==> src/rtl/kb_send.sv <==
// PS/2 host-to-device byte transmitter: inhibit, request-to-send, 8 data bits, parity, stop, ACK.
// Optional transfer watchdog enabled by defining KB_SEND_TIMEOUT_EN.
module kb_send #(
  parameter int INHIBIT_CYCLES = 5000,
  parameter int TIMEOUT_CYCLES = 750000
) (
  input  logic       clk_i,
  input  logic       rst_i,
  input  logic       kb_clk_i,
  input  logic       kb_dat_i,
  output logic       kb_clk_oe_o,
  output logic       kb_dat_oe_o,
  input  logic       start_i,
  input  logic [7:0] data_i,
  output logic       busy_o,
  output logic       done_o,
  output logic       err_o
);

  typedef enum logic [2:0] {IDLE, INHIBIT, RTS, XFER, ACK, RELEASE} state_t;

  localparam int INH_W = $clog2(INHIBIT_CYCLES + 1);

  state_t           state_reg;
  logic [2:0]       clk_sync_reg;
  logic [1:0]       dat_sync_reg;
  logic [INH_W-1:0] inh_cnt_reg;
  logic [3:0]       bit_cnt_reg;
  logic [7:0]       data_reg;
  logic             parity_reg;
  logic             kb_fall;
  logic             timeout;

  // [0],[1] form the synchronizer; [2] holds the previous synchronized sample
  assign kb_fall = (clk_sync_reg[2:1] == 2'b10);

  always_ff @(posedge clk_i or negedge rst_i) begin
    if (!rst_i) begin
      clk_sync_reg <= 3'b111;
      dat_sync_reg <= 2'b11;
    end else begin
      clk_sync_reg <= {clk_sync_reg[1:0], kb_clk_i};
      dat_sync_reg <= {dat_sync_reg[0], kb_dat_i};
    end
  end

`ifdef KB_SEND_TIMEOUT_EN
  localparam int TO_W = $clog2(TIMEOUT_CYCLES + 1);
  logic [TO_W-1:0] to_cnt_reg;

  // Counts cycles spent outside IDLE; fires on the last allowed cycle
  always_ff @(posedge clk_i or negedge rst_i) begin
    if (!rst_i) begin
      to_cnt_reg <= '0;
    end else if (state_reg == IDLE) begin
      to_cnt_reg <= '0;
    end else begin
      to_cnt_reg <= to_cnt_reg + 1'b1;
    end
  end

  assign timeout = (state_reg != IDLE) && (int'(to_cnt_reg) == TIMEOUT_CYCLES - 1);
`else
  assign timeout = 1'b0;
`endif

  always_ff @(posedge clk_i or negedge rst_i) begin
    if (!rst_i) begin
      state_reg   <= IDLE;
      kb_clk_oe_o <= 1'b0;
      kb_dat_oe_o <= 1'b0;
      busy_o      <= 1'b0;
      done_o      <= 1'b0;
      err_o       <= 1'b0;
      inh_cnt_reg <= '0;
      bit_cnt_reg <= '0;
      data_reg    <= '0;
      parity_reg  <= 1'b0;
    end else begin
      done_o <= 1'b0;
      err_o  <= 1'b0;
      if (timeout) begin
        state_reg   <= IDLE;
        kb_clk_oe_o <= 1'b0;
        kb_dat_oe_o <= 1'b0;
        busy_o      <= 1'b0;
        err_o       <= 1'b1;
      end else begin
        case (state_reg)
          IDLE: begin
            kb_clk_oe_o <= 1'b0;
            kb_dat_oe_o <= 1'b0;
            if (start_i) begin
              data_reg    <= data_i;
              parity_reg  <= ~^data_i;
              busy_o      <= 1'b1;
              kb_clk_oe_o <= 1'b1;
              kb_dat_oe_o <= (INHIBIT_CYCLES == 1);
              inh_cnt_reg <= '0;
              state_reg   <= INHIBIT;
            end
          end
          INHIBIT: begin
            inh_cnt_reg <= inh_cnt_reg + 1'b1;
            // Data goes low one cycle before the clock is released
            if (int'(inh_cnt_reg) == INHIBIT_CYCLES - 2) begin
              kb_dat_oe_o <= 1'b1;
            end
            if (int'(inh_cnt_reg) == INHIBIT_CYCLES - 1) begin
              kb_clk_oe_o <= 1'b0;
              kb_dat_oe_o <= 1'b1;
              bit_cnt_reg <= '0;
              state_reg   <= RTS;
            end
          end
          RTS: begin
            state_reg <= XFER;
          end
          XFER: begin
            if (kb_fall) begin
              bit_cnt_reg <= bit_cnt_reg + 1'b1;
              if (bit_cnt_reg < 4'd8) begin
                kb_dat_oe_o <= ~data_reg[bit_cnt_reg[2:0]];
              end else if (bit_cnt_reg == 4'd8) begin
                kb_dat_oe_o <= ~parity_reg;
              end else begin
                kb_dat_oe_o <= 1'b0;
                state_reg   <= ACK;
              end
            end
          end
          ACK: begin
            if (kb_fall) begin
              if (!dat_sync_reg[1]) begin
                state_reg <= RELEASE;
              end else begin
                err_o     <= 1'b1;
                busy_o    <= 1'b0;
                state_reg <= IDLE;
              end
            end
          end
          RELEASE: begin
            if (clk_sync_reg[1] && dat_sync_reg[1]) begin
              done_o    <= 1'b1;
              busy_o    <= 1'b0;
              state_reg <= IDLE;
            end
          end
          default: begin
            state_reg <= IDLE;
          end
        endcase
      end
    end
  end

endmodule

==> config.mk <==
export PLATFORM = sky130hd
export DESIGN_NAME = kb_send
export DESIGN_NICKNAME = d
export VERILOG_FILES = /design/src/rtl/kb_send.sv
export SDC_FILE = /design/constraint.sdc
export NUM_CORES = 1
export LEC_CHECK = 0
export ABC_CLOCK_PERIOD_IN_PS = 1750
export CAP_MARGIN = 20
export CORE_MARGIN = 8
export CORE_UTILIZATION = 35
export CTS_BUF_LIST = sky130_fd_sc_hd__clkbuf_8
export DETAILED_ROUTE_END_ITERATION = 10
export PLACE_DENSITY = 0.64
export SKIP_CTS_REPAIR_TIMING = 1
export SYNTH_ARGS = -nofsm -noshare
export SYNTH_HDL_FRONTEND = slang
export SYNTH_SLANG_ARGS = --single-unit
==> constraint.sdc <==
create_clock -name clk_i -period 1.75 [get_ports clk_i]
set_clock_uncertainty 0.2 [all_clocks]
set_input_delay 0.35 -clock clk_i [delete_from_list [all_inputs] [get_ports clk_i]]
set_output_delay 0.35 -clock clk_i [all_outputs]
set_load 0.05 [all_outputs]
==> impl_metrics.ini, run 1 <==
[finish]
postLayoutCellArea_sq_mm = 0.00277
area_growth_pct = 39.5
drive_gt1_share_pct = 34.4
fin_nets = 257
fillers = 512
layout.area.seq_sq_um = 983
post-route-util_pct = 50.3
largest_reg_flops = 13
multi_input_area_sq_mm = 0.00105
n_antenna_cell = 0

[drt]
drt_wl_total_mm = 4.32
routedWlPerCell_um = 13.8
vias_per_cell = 5.15
first_pass_iters = 4
drc_errors = 0
first_iter_violations = 70
vias = 1612
ant_nets = 0

[pwr]
p_leak_nw = 1.24
power_density_mw_per_mm2 = 649
peakVddDrop_mv = 0.384

[timing]
slew_headroom_pct = 71.8
period_minus_slack_ns = 1.81
tightest_slew_ns = 0.423
rsz0062_at_grt = yes
worst_slack_ns = -0.0570
timing.hold.ws_ns = 0.152
setup_viol = 3
final_max_slew_viol_count = 0
hold_viol = 0
fin_tns_setup_ns = -0.122
max_freq_ghz = 0.553
finalCritPeriodShare_pct = 103

[outcome]
status = finished with violations
violations = setup timing

[synth]
synthCells = 186
yosysSeqAreaShare_pct = 49.5
synthArstFlopShare_pct = 100
synthFlopType = dfrtp_1
ys_types = 44
synth_area_sq_mm = 0.00198
synth-seq-cells = 39
synth-edff-count = 0
synth_area_per_cell_sq_um = 10.7
syn_nets = 203
yosysWarningCount = 0

[floorplan]
core_area_sq_mm = 0.00551
initial_core_util_pct = 36.0
io_pins = 18
die_x_um = 91.3
rows = 27
die_height_um = 91.3
die_area_sq_mm = 0.00833

[place]
place_ws_ns = -0.287
globalplace.congestion = 0.815
hpwl_mm = 3.17
dpl_cell_area_sq_mm = 0.00248
io_buffers = 17

[clocking]
clkLatencyLatePin_ns = 0.30
h-tree-depth = 2
cts_max_path_buffers = 2
clock_sinks = 39
path_clk_slew_ns = 0.08
cts_tree = yes
cts_inserted_buffers = 5
cts-root-buf = clkbuf_8

[setup_path]
crit_required_ns = 1.77
path_class = reg -> reg
slowest_delay_ns = 0.44
cp_max_fo = 3
rrSetupSlack_ns = -0.06
start_kind = register
crit_arrival_ns = 1.83
startpoint = state_reg[1]
end_kind = register
cp_top_family = simple AND/OR/NAND/NOR gates
r2r-start = state_reg[1]
crit_chain = or3b_4, nor4_4, buf_4, mux2i_1
cp_slowest_cell = or3b_4
worstPathBufferInverterCount = 1

[global_route]
grt_max_degree = 24
grt_pass1_wl_mm = 7.40
grt_antenna_before_repair = 0
first_global_vias = 1582
overflow = 0
grt_usage_pct = 10.9

[flow_run]
max_cap_viol_count = 0

[min_path]
hp-class = reg -> reg
holdCritStartpoint = dat_sync_reg[0]
cells by family after synthesis:
group,count (synthesis),synth area share (%)
adders and majority gates,4,2.52
buffers and inverters,12,3.15
and+or+nand+nor,70,19.7
muxes,16,9.21
AOI/OAI and AO/OA,36,11.9
xor gates and xnor gates,9,3.97
DFF,39,49.5
Yosys cell counts, types with 2 or more instances:
library cell,number,area share (%)
xnor2_1,6,2.6
a21oi_1,4,1.0
inv_1,6,1.1
ha_1,4,2.5
buf_2,2,0.50
nor2b_1,3,0.95
nand4_1,4,1.3
a211oi_1,3,1.1
dfrtp_1,34,43
mux2i_1,7,3.5
dfstp_2,5,6.6
buf_6,2,1.1
nand3_1,13,3.3
a22o_1,2,0.88
o31ai_1,3,1.1
nand2_1,18,3.4
nand2b_1,4,1.3
nor2_1,6,1.1
o21ai_0,13,3.3
nor3b_1,3,1.1
mux2_2,8,4.5
o21bai_1,2,0.76
xor2_1,3,1.3
and3_1,6,1.9
nor4_1,3,0.95
nor3_1,4,1.0
layer usage:
layer	track usage, %	wire length (um)	vias up
met5	0	0	-
li1	-	-	785
met1	13.9	2090	791
met2	16.8	2000	30
met4	5.73	65	0
met3	2.63	172	6
worst paths after layout:
kind                              endpoint  depth (start not counted)
setup / recovery            inh_cnt_reg[7]                          4
hold / removal             dat_sync_reg[1]                          0
setup reg to reg            inh_cnt_reg[7]                          4
hold reg to reg            dat_sync_reg[1]                          0
max in group asynchronous   inh_cnt_reg[5]                          3
min in group asynchronous            err_o                          2
layout make-up:
| cell class | instances | share of cell area (%) |
|---|---|---|
| sequential | 39 | 35.5 |
| multi-input combinational | 135 | 37.8 |
| tap | 72 | 3.25 |
| timing repair buffer | 53 | 18.4 |
| clock inverter | 2 | 1.27 |
| inverter | 6 | 0.814 |
| clock buffer | 6 | 2.98 |
through the flow:
stage | std cells | power [mW]
2_1_floorplan | 186 | 0.967
3_3_place_gp | 296 | 1.03
3_5_place_dp | 296 | 1.03
4_1_cts | 304 | 1.82
5_1_grt | 313 | 1.87
6_report | 313 | 1.80
power breakdown:
| group | internal (mW) | switching, mW | total (mW) |
|---|---|---|---|
| Combinational | 0.0544 | 0.0505 | 0.105 |
| Clock | 0.461 | 0.316 | 0.777 |
| Sequential | 0.911 | 0.00302 | 0.914 |
| Total | 1.43 | 0.369 | 1.80 |
cells in the final DEF, fill, tap and decap left out, types with 6 or more instances in the layout:
master,count
nand2_1,16
o21ai_1,6
clkbuf_8,6
buf_12,6
xnor2_1,6
nor2_1,6
o21ai_0,7
clkdlybuf4s50_1,11
mux2i_1,7
buf_4,32
dfrtp_1,33
nand3_1,11
inv_1,6
mux2_2,8
worst register-to-register path, cell delays in order (launching register included):
cell	delay [ns]
dfrtp_1	0.40
or3b_4	0.44
nor4_4	0.36
buf_4	0.17
mux2i_1	0.16
No activity file was read; power rests on OpenSTA's default activity.
==> run 2: changes to the inputs <==
GPL_ROUTABILITY_DRIVEN = 1   (was unset)
==> results of run 2 <==
Final layout, timing and power as in run 1 (identical DEF).
==> run 3: changes to the inputs <==
PLACE_DENSITY = 0.53   (was 0.64)
==> impl_metrics.ini, run 3 (synthesis gave the netlist of run 1 again) <==
[finish]
post-route-util_pct = 47.8
final_cell_mix = 34 x dfrtp_1, 30 x buf_4, 17 x nand2_1
largest_reg_flops = 13
drive_gt1_share_pct = 29.7
fin_nets = 252
postLayoutCellArea_sq_mm = 0.00263
n_antenna_cell = 0
stdcell_count = 308
final_common_cell = dfrtp_1
area_growth_pct = 32.7

[place]
globalplace.congestion = 0.800
io_buffers = 17
dpl_cell_area_sq_mm = 0.00249
post-place-cells = 299
hpwl_mm = 3.21

[drt]
drt_wl_total_mm = 4.29
routedWlPerCell_um = 13.9
first_iter_violations = 96
vias = 1577
first_pass_iters = 4
drc_errors = 0
vias_per_cell = 5.12
ant_nets = 0

[clocking]
cts_tree = yes
cts_max_path_buffers = 2
cts_inserted_buffers = 5
h-tree-depth = 2
clock_sinks = 39
cts-root-buf = clkbuf_8
clkLatencyLatePin_ns = 0.30
path_clk_slew_ns = 0.08

[pwr]
p_leak_nw = 1.20
peakVddDrop_mv = 0.378
p_total_mw = 1.58
power_density_mw_per_mm2 = 601

[outcome]
status = finished, final reports clean

[timing]
max_freq_ghz = 0.582
period_minus_slack_ns = 1.72
final_max_slew_viol_count = 0
hold_viol = 0
tightest_slew_ns = 0.488
finalCritPeriodShare_pct = 98.3
rsz0062_at_grt = yes
slew_headroom_pct = 67.5
timing.hold.ws_ns = 0.156
setup_viol = 0

[floorplan]
io_pins = 18
rows = 27
die_height_um = 91.3
core_area_sq_mm = 0.00551
die_area_sq_mm = 0.00833
initial_core_util_pct = 36.0
die_x_um = 91.3

[global_route]
grt_max_degree = 40
grt_usage_pct = 10.9
overflow = 0
grt_antenna_before_repair = 0
grt_pass1_wl_mm = 7.31
first_global_vias = 1539

[min_path]
hp-class = reg -> reg
holdCritStartpoint = dat_sync_reg[0]

[flow_run]
max_cap_viol_count = 0

[setup_path]
end_kind = register
r2r-start = state_reg[2]
startpoint = state_reg[2]
cp_slowest_cell = dfrtp_1
start_kind = register
cp_top_family = simple AND/OR/NAND/NOR gates
crit_arrival_ns = 1.70
crit_chain = buf_4, and4bb_2, nand2_1, a211oi_2, nor4_2
slowest_delay_ns = 0.41
cp_max_fo = 7
worstPathBufferInverterCount = 1
path_class = reg -> reg
crit_required_ns = 1.73
run 3: cell types whose count changed in the layout (fill, tap and decap cells not counted), sizes merged:
cell    before  now
clkinv       1    0
bufinv       1    0
clkbuf       6    5
inv          6    9
buf         41   36
run 3: final timing paths:
kind,end,cells past startpoint,slack [ns]
worst max-delay path,kb_dat_oe_o,5,0.03
worst min-delay path,dat_sync_reg[1],0,0.16
worst max register to register,kb_dat_oe_o,5,0.03
worst min register to register,dat_sync_reg[1],0,0.16
max in group asynchronous,dat_sync_reg[1],3,0.55
min in group asynchronous,inh_cnt_reg[2],3,0.43
run 3: report_power, final:
group / leakage, nW / switching, mW / internal, mW / total [mW]
clock: 0.0519 / 0.306 / 0.266 / 0.571
sequential: 0.481 / 0.00305 / 0.911 / 0.914
combinational: 0.663 / 0.0446 / 0.0514 / 0.0960
total: 1.20 / 0.353 / 1.23 / 1.58
run 3: cell type report:
type / instances / area [sq um]
repair buffers: 48 / 450
multi-input cells: 135 / 1010
fillers: 506 / 2870
clock buffers: 5 / 68.8
well taps: 72 / 90.1
flip-flops and latches: 39 / 982
inverters: 6 / 22.5
clock inverters: 3 / 11.3
run 3: through the flow:
stage	worst slack, ns	setup TNS, ns
after floorplan	-0.00676	-0.00676
after global placement	-0.213	-1.31
after detailed placement	-0.236	-2.11
after CTS	-0.00889	-0.0250
after global routing	-0.0462	-0.0486
final	0.0306	0
run 3: routing by layer:
metal	part of all wire, %	up-vias	GRT usage (%)
met2	52	21	18.1
met3	3.0	5	3.37
met5	0	-	0
li1	-	772	-
met1	44	779	12.7
met4	1.4	0	4.50
